==> src/rtl/mem_access_stage.sv <==
// EX/MEM pipeline stage: registers ALU results, runs data-memory loads/stores
// over a req/ack bus, and formats store lanes and load extension for writeback.

package mem_access_pkg;
  localparam logic [7:0] EXE_NOP_OP = 8'b0000_0000;
  localparam logic [7:0] EXE_ADD_OP = 8'b0010_0000;
  localparam logic [7:0] EXE_LB_OP  = 8'b1110_0000;
  localparam logic [7:0] EXE_LH_OP  = 8'b1110_0001;
  localparam logic [7:0] EXE_LW_OP  = 8'b1110_0011;
  localparam logic [7:0] EXE_LBU_OP = 8'b1110_0100;
  localparam logic [7:0] EXE_LHU_OP = 8'b1110_0101;
  localparam logic [7:0] EXE_SB_OP  = 8'b1110_1000;
  localparam logic [7:0] EXE_SH_OP  = 8'b1110_1001;
  localparam logic [7:0] EXE_SW_OP  = 8'b1110_1011;
endpackage

module mem_access_stage
  import mem_access_pkg::*;
#(
  parameter int DW  = 32,
  parameter int AW  = 32,
  parameter int RAW = 5,
  parameter int OPW = 8
) (
  input  logic           clk,
  input  logic           rst,
  input  logic           stall_i,
  input  logic           flush_i,
  input  logic [RAW-1:0] ex_reg_waddr,
  input  logic           ex_we,
  input  logic [DW-1:0]  ex_reg_wdata,
  input  logic [OPW-1:0] ex_aluop,
  input  logic [AW-1:0]  ex_mem_addr,
  input  logic [DW-1:0]  ex_rt_data,
  output logic           dmem_req,
  output logic           dmem_we,
  output logic [AW-1:0]  dmem_addr,
  output logic [3:0]     dmem_be,
  output logic [DW-1:0]  dmem_wdata,
  input  logic           dmem_ack,
  input  logic [DW-1:0]  dmem_rdata,
  output logic [RAW-1:0] mem_reg_waddr,
  output logic           mem_we,
  output logic [DW-1:0]  mem_reg_wdata,
  output logic           stallreq_mem,
  output logic           misalign
);

  typedef enum logic [1:0] {S_IDLE, S_WAIT, S_HOLD} state_e;

  typedef struct packed {
    logic [RAW-1:0] waddr;
    logic           we;
    logic [DW-1:0]  wdata;
    logic [OPW-1:0] op;
    logic [AW-1:0]  addr;
    logic [DW-1:0]  rt;
  } ex_mem_t;

  localparam ex_mem_t BUBBLE = '{waddr: '0, we: 1'b0, wdata: '0,
                                 op: EXE_NOP_OP, addr: '0, rt: '0};

  function automatic logic f_is_load(input logic [OPW-1:0] op);
    return (op == EXE_LB_OP) || (op == EXE_LH_OP) || (op == EXE_LW_OP) ||
           (op == EXE_LBU_OP) || (op == EXE_LHU_OP);
  endfunction

  function automatic logic f_is_store(input logic [OPW-1:0] op);
    return (op == EXE_SB_OP) || (op == EXE_SH_OP) || (op == EXE_SW_OP);
  endfunction

  function automatic logic f_misaligned(input logic [OPW-1:0] op, input logic [1:0] a);
    logic half, word;
    half = (op == EXE_LH_OP) || (op == EXE_LHU_OP) || (op == EXE_SH_OP);
    word = (op == EXE_LW_OP) || (op == EXE_SW_OP);
    return (half & a[0]) | (word & (a != 2'b00));
  endfunction

  state_e          state_q, state_d;
  ex_mem_t         stage_q, stage_d;
  logic            req_q, req_d;
  logic            kill_q, kill_d;
  logic            mis_q, mis_d;
  logic [DW-1:0]   load_q, load_d;

  logic            cap, ex_mem, ex_mis;
  logic [OPW-1:0]  cur_op;
  logic [1:0]      cur_a;
  logic [DW-1:0]   src;
  logic [7:0]      ld_byte;
  logic [15:0]     ld_half;
  logic [DW-1:0]   ld_res;

  assign cur_op       = stage_q.op;
  assign cur_a        = stage_q.addr[1:0];
  // The bus is busy until ack; holding the stage keeps the request stable.
  assign stallreq_mem = (state_q == S_WAIT) & ~dmem_ack;

  // State and stage registers; reset abandons any in-flight transaction.
  always_ff @(posedge clk or negedge rst) begin
    if (!rst) begin
      state_q <= S_IDLE;
      stage_q <= BUBBLE;
      req_q   <= 1'b0;
      kill_q  <= 1'b0;
      mis_q   <= 1'b0;
      load_q  <= '0;
    end else begin
      state_q <= state_d;
      stage_q <= stage_d;
      req_q   <= req_d;
      kill_q  <= kill_d;
      mis_q   <= mis_d;
      load_q  <= load_d;
    end
  end

  // Capture / next-state: a new aligned mem op issues its request at the
  // capture edge, which also covers leaving WAIT or HOLD back-to-back.
  always_comb begin
    cap     = ~stall_i & ~stallreq_mem;
    ex_mem  = f_is_load(ex_aluop) | f_is_store(ex_aluop);
    ex_mis  = f_misaligned(ex_aluop, ex_mem_addr[1:0]);
    stage_d = stage_q;
    state_d = state_q;
    req_d   = 1'b0;
    kill_d  = kill_q;
    mis_d   = 1'b0;
    load_d  = load_q;
    if (cap) begin
      kill_d = 1'b0;
      if (flush_i) begin
        stage_d = BUBBLE;
        state_d = S_IDLE;
      end else begin
        stage_d = '{waddr: ex_reg_waddr, we: ex_we, wdata: ex_reg_wdata,
                    op: ex_aluop, addr: ex_mem_addr, rt: ex_rt_data};
        mis_d   = ex_mem & ex_mis;
        req_d   = ex_mem & ~ex_mis;
        state_d = (ex_mem & ~ex_mis) ? S_WAIT : S_IDLE;
      end
    end else begin
      // A flush cannot withdraw a started bus cycle; remember to drop its result.
      if (flush_i && state_q != S_IDLE) kill_d = 1'b1;
      if (state_q == S_WAIT) begin
        if (dmem_ack) state_d = S_HOLD;
        else          req_d   = 1'b1;
      end
    end
    if (state_q == S_WAIT && dmem_ack) load_d = dmem_rdata;
  end

  // Bus-side formatting: byte enables and lane-replicated store data.
  always_comb begin
    dmem_be    = 4'b0000;
    dmem_wdata = '0;
    if (f_is_load(cur_op)) dmem_be = 4'b1111;
    case (cur_op)
      EXE_SB_OP: begin
        dmem_be    = 4'b0001 << cur_a;
        dmem_wdata = {4{stage_q.rt[7:0]}};
      end
      EXE_SH_OP: begin
        dmem_be    = cur_a[1] ? 4'b1100 : 4'b0011;
        dmem_wdata = {2{stage_q.rt[15:0]}};
      end
      EXE_SW_OP: begin
        dmem_be    = 4'b1111;
        dmem_wdata = stage_q.rt;
      end
      default: ;
    endcase
  end

  assign dmem_req  = req_q;
  assign dmem_we   = req_q & f_is_store(cur_op);
  assign dmem_addr = {stage_q.addr[AW-1:2], 2'b00};

  // Load extraction: live bus data on the ack cycle, latched copy while held.
  always_comb begin
    src     = (state_q == S_HOLD) ? load_q : dmem_rdata;
    ld_byte = src[{cur_a, 3'b000} +: 8];
    ld_half = src[{cur_a[1], 4'b0000} +: 16];
    case (cur_op)
      EXE_LB_OP:  ld_res = {{(DW-8){ld_byte[7]}}, ld_byte};
      EXE_LBU_OP: ld_res = {{(DW-8){1'b0}}, ld_byte};
      EXE_LH_OP:  ld_res = {{(DW-16){ld_half[15]}}, ld_half};
      EXE_LHU_OP: ld_res = {{(DW-16){1'b0}}, ld_half};
      default:    ld_res = src;
    endcase
  end

  // Writeback outputs; stores, misaligned ops, pending and killed loads never write.
  always_comb begin
    mem_reg_waddr = stage_q.waddr;
    mem_reg_wdata = f_is_load(cur_op) ? ld_res : stage_q.wdata;
    mem_we        = stage_q.we & ~f_misaligned(cur_op, cur_a) & ~stallreq_mem &
                    ~kill_q & ~f_is_store(cur_op);
  end

  assign misalign = mis_q;

endmodule

==> config.mk <==
export PLATFORM = sky130hd
export DESIGN_NAME = mem_access_stage
export DESIGN_NICKNAME = d
export VERILOG_FILES = /design/src/rtl/mem_access_stage.sv
export SDC_FILE = /design/constraint.sdc
export NUM_CORES = 1
export LEC_CHECK = 0
export BUFFER_PORTS_ARGS = -buffer_cell sky130_fd_sc_hd__buf_2
export CORE_MARGIN = 1.5
export CORE_UTILIZATION = 40
export CTS_BUF_LIST = sky130_fd_sc_hd__clkbuf_8
export DETAILED_ROUTE_END_ITERATION = 12
export REMOVE_ABC_BUFFERS = 1
export SYNTH_ARGS = -nofsm -noshare
export SYNTH_HDL_FRONTEND = slang
export SYNTH_SLANG_ARGS = --single-unit
==> constraint.sdc <==
create_clock -name clk -period 6.21 [get_ports clk]
set_input_delay 0.9315 -clock clk [delete_from_list [all_inputs] [get_ports clk]]
set_output_delay 0.9315 -clock clk [all_outputs]
set_load 0.02 [all_outputs]
Word-level counts from Yosys, hierarchy flattened:

Cells that the tools add are included.
Widths: inputs -> output; s select.

* flip-flop bits (word level): 147
* bits of input ports: 147
* output and inout bits: 110

* equal/unequal tests: 18
* shifts and indexed selects: 3
* muxes and demuxes: 21
* bitwise operators: 23
* reduce and logical (&&, ||, !) cells: 27

Operators by type and width (number)
* $eq 8x8->1 const B: 16
* $pmux 32 s4: 1
* $mux 110: 1
* $pmux 32 s3: 1
* $mux 32: 2
* $shiftx 32x6->16: 1
* $shiftx 32x6->8: 1
* $logic_or 1x1->1: 18
* $and 1x1->1: 13
* $pmux 4 s3: 1
* $reduce_bool 2->1: 6
* $mux 1: 10
* $mux 4: 2
* $not 1->1: 7
* $mux 2: 3
* $shl 1x2->4 const A: 1
* $or 1x1->1: 3
* $eq 2x1->1 const B: 1
* $eq 2x2->1 const B: 1
* $logic_and 1x1->1: 2
* $reduce_and 2->1: 1

Logic depth before layout (Yosys ltp):

* depth in word-level cells: 10
* depth in mapped cells: 9

Least setup slack after synthesis:

Ideal clock, no wire load.

* kind: input to output
* start: input port dmem_rdata[31]
* end: output port mem_reg_wdata[20]
* arrival: 2.138 ns
* setup slack: 3.140 ns
* stages on the path: 5
* path buffers: 1
* cells stage by stage: a2111oi_0 nor4_1 a211oi_2 buf_6 a21oi_2

* longest elaborated chain between the ends: 4
* elaborated cells on any way between the ends: 5
* classes of those cells: shift (2); mux (3)

RTL lines
* start: declaration: RTL line 41 `input logic [DW-1:0] dmem_rdata,`
* $mux 32 (*): RTL line 181 `src = (state_q == S_HOLD) ? load_q : dmem_rdata;`
* $shiftx 32x6->16 / $shiftx 32x6->8 (equally long branches): RTL line 183, 182
* $pmux 32 s4 (*): RTL line 184 `case (cur_op)`
* $mux 32 (*): RTL line 196 `mem_reg_wdata = f_is_load(cur_op) ? ld_res : stage_q.wdata;`
* end: declaration: RTL line 44 `output logic [DW-1:0] mem_reg_wdata,`

Mark *: on every way between the ends. The rest lies on a longest branch, timed or not.

Final worst setup path:

* start: register stage_q, in the netlist cur_a[1]
* end: output port mem_reg_wdata[30]

* longest elaborated chain between the ends: 3
* elaborated cells on any way between the ends: 4
* classes of those cells: shift (2); mux (2)

RTL lines
* start: declaration: RTL line 80 `ex_mem_t stage_q, stage_d;`
* start signal: assignment: RTL line 110 `stage_q <= stage_d;`
* $shiftx 32x6->16 / $shiftx 32x6->8 (equally long branches): RTL line 183, 182
* $pmux 32 s4 (*): RTL line 184
* $mux 32 (*): RTL line 196

Marks and branches as above.

==> out/summary.txt <==
Post-DP HPWL = 16.8 mm
Req. time, crit path = 5280 ps
Max-cap violations = 0
Crit Reg-Reg Endpoint = cur_op[7]
Hold-fix buffers, CTS = 0
Row count = 52
Post-Route Hold Slack = 466 ps
DR WL/cell = 17.9 microns
Post-synth top flop = dfrtp_1
Post-Synth Simple-Gate Area = 26.4%
Hold/Removal Path Class = reg2reg
Share of cells above drive strength 1 = 33.8%
Crit start category = register
Ys async rst share = 100%
First-pass GRT wire length = 38.1 mm
Main combinational cell family by area after synthesis = simple AND/OR/NAND/NOR gates
DR WL met3 = 1.97 mm
DRC errors left = 0
Diode count = 0
Final setup vio count = 0
WP data arrival = 3960 ps
Vias in the first global route = 6,897
Clock buffer depth = 2
Netlist cell types = 49
Clk root buf = clkbuf_8
Total core area = 20,400 sq um
Worst-Skew Late Latency = 450 ps
Rel. slew slack = 33.7%
Total CTS buffers = 17
Critical Path Source = cur_a[1]
Synth warnings = 0
Static Leak = 0.00541 uW
Area grow syn2layout = 18.5%
Via Count = 7,187
Sequential share of the synthesized area = 43.7%
XOR/XNOR share of the synthesized area = 0%
TritonCTS clock tree = built
Placer Congestion = 0.810
Total Power = 2330 uW
Post-cts resize count = 0
Initial antenna violation count = 0
Post-layout min period = 4890 ps
Total global routing overflow = 0
Vias per std cell = 5.26
Placed cells = 1,334
Synthesized area per cell = 9.29 sq um
Crit. End Element = primary output
Max Slew Vio Count = 0
R2r setup slk = 3370 ps
Final Hold Fails = 0
Most frequent cells in the layout = 253 x nand2_1, 253 x buf_2, 147 x dfrtp_1
NumNets Final = 1,230
Final std cells w/o fill = 1,366
Critical path fanouts, max = 19
Die area = 21,900 sq um
WS Path Type = reg2out
RSZ-0062 raised after global routing = no
Status = finished clean
WL met1 = 11.1 mm
Starting DRT DRC Count = 416
Die span in y = 148 microns
Tightest Pin Transition = 993 ps
Setup crit end = mem_reg_wdata[30]
Pwr dens = 234 nW/um^2
Finished Core Util = 48.8%
Final wirelength = 24.4 mm
Starting Density = 41.2%
Post-synthesis cell count = 906
Yosys reg bits = 147
Reg2reg path depth = 4
Peak supply drop = 129 uV
Setup Fix Bufs, Post-CTS = 0
Multiplexer share of the synthesized area = 11.8%
Pre-antenna DRT Iters = 5
Buffers on Ports = 254
Clk slew on worst S/H paths = 90 ps
Share of the synthesized area in the top cell type = 43.7%
Area leader, netlist = dfrtp_1
H-tree levels = 4
RR Startpoint = state_q[1]
CTS Sinks = 147
Post-Syn Area = 8410 sq um
Die Wd = 148 microns
WL met2 = 11.1 mm
Fmax = 0.205 GHz
Post-synth EDFFs = 0
Synth Area in Compound Gates = 10.9%
Synthesized-area fraction occupied by adder cells = 0%
Pin count of the biggest net entering global routing = 89
Tot GR Track Use = 22.3%
Clock skew = 13.9 ps
Top post-synthesis cells by area = dfrtp_1 44%, nand2_1 11%, nand3b_1 10%, mux2_2 4.7%, mux2i_1 4.4%
Post-Route Setup TNS = 0 ps
Routed Antenna Nets = 0
Final worst path period share = 78.7%
I/O pin count = 257
Top Layer Used = met4
synthesized netlist by cell type, types with 5 or more instances:
cell type / number
or2_2: 14
nor2_1: 9
and2_1: 11
mux2_2: 35
nand3b_1: 112
nor3b_1: 6
a22o_1: 16
o31ai_1: 5
buf_4: 40
a22oi_1: 14
a21oi_2: 10
mux4_2: 10
buf_2: 10
o22ai_1: 7
clkbuf_1: 51
o211ai_1: 5
o21ai_0: 27
a21oi_1: 32
dfrtp_1: 147
mux2i_1: 37
nand2_1: 253
metrics by stage:
| stage | setup WS (ps) | cell area [sq um] |
|---|---|---|
| 2_1_floorplan | 1310 | 7830 |
| 3_3_place_gp | 1970 | 9540 |
| 3_5_place_dp | 1890 | 9540 |
| 4_1_cts | 1380 | 9970 |
| 5_1_grt | 1120 | 9970 |
| 6_report | 1320 | 9970 |
sequential cells by signal (all words and copies together) (netlist names), 2 cells and up:
name and flops:
state_q 2, dmem_addr 30, mem_reg_waddr 5, stage_q 65
cur_a 2, load_q 32, cur_op 8
per-layer routing:
layer,GRT usage [%],up-vias
met5,0,-
met2,35.1,286
met1,30.7,3442
met4,5.25,0
met3,6.05,17
li1,-,3442
how the worst min path moves through the flow:
stage / startpoint / endpoint / slack [ps] / cells past startpoint
2_1_floorplan: stage_q[104] / stage_q[104] / 430 / 2
3_3_place_gp: mem_reg_waddr[0] / mem_reg_waddr[0] / 450 / 2
3_5_place_dp: stage_q[104] / stage_q[104] / 450 / 2
4_1_cts: dmem_addr[20] / dmem_addr[20] / 470 / 2
5_1_grt: stage_q[91] / stage_q[91] / 490 / 2
6_report: dmem_addr[17] / dmem_addr[17] / 470 / 2
cell type report:
cell class / instances / area, sq um
fillers: 2024 / 10500
clock buffers: 18 / 248
repair buffers: 264 / 1350
multi-input cells: 649 / 4150
well taps: 270 / 338
flip-flops and latches: 147 / 3680
inverters: 4 / 15.0
clock inverters: 14 / 188
logic make-up (layout without fill, tap and decap cells):
family / Yosys count / in the layout
simple gates: 429 / 429
mux: 82 / 82
buf+inv: 111 / 300
other cells: 1 / 2
flops: 147 / 147
compound gates: 136 / 136
critical path: stages, from the launching register on:
cell	delay, ps
dfrtp_1	720
clkinv_1	750
a2111oi_0	550
nor4_1	180
a211oi_2	710
buf_4	350
a21oi_1	90
buf_2	160
power breakdown:
part / switching (uW) / total, uW / internal (uW)
clock: 383 / 830 / 446
sequential: 60.9 / 1100 / 1040
combinational: 232 / 400 / 169
(Power assumes the default switching activity.)
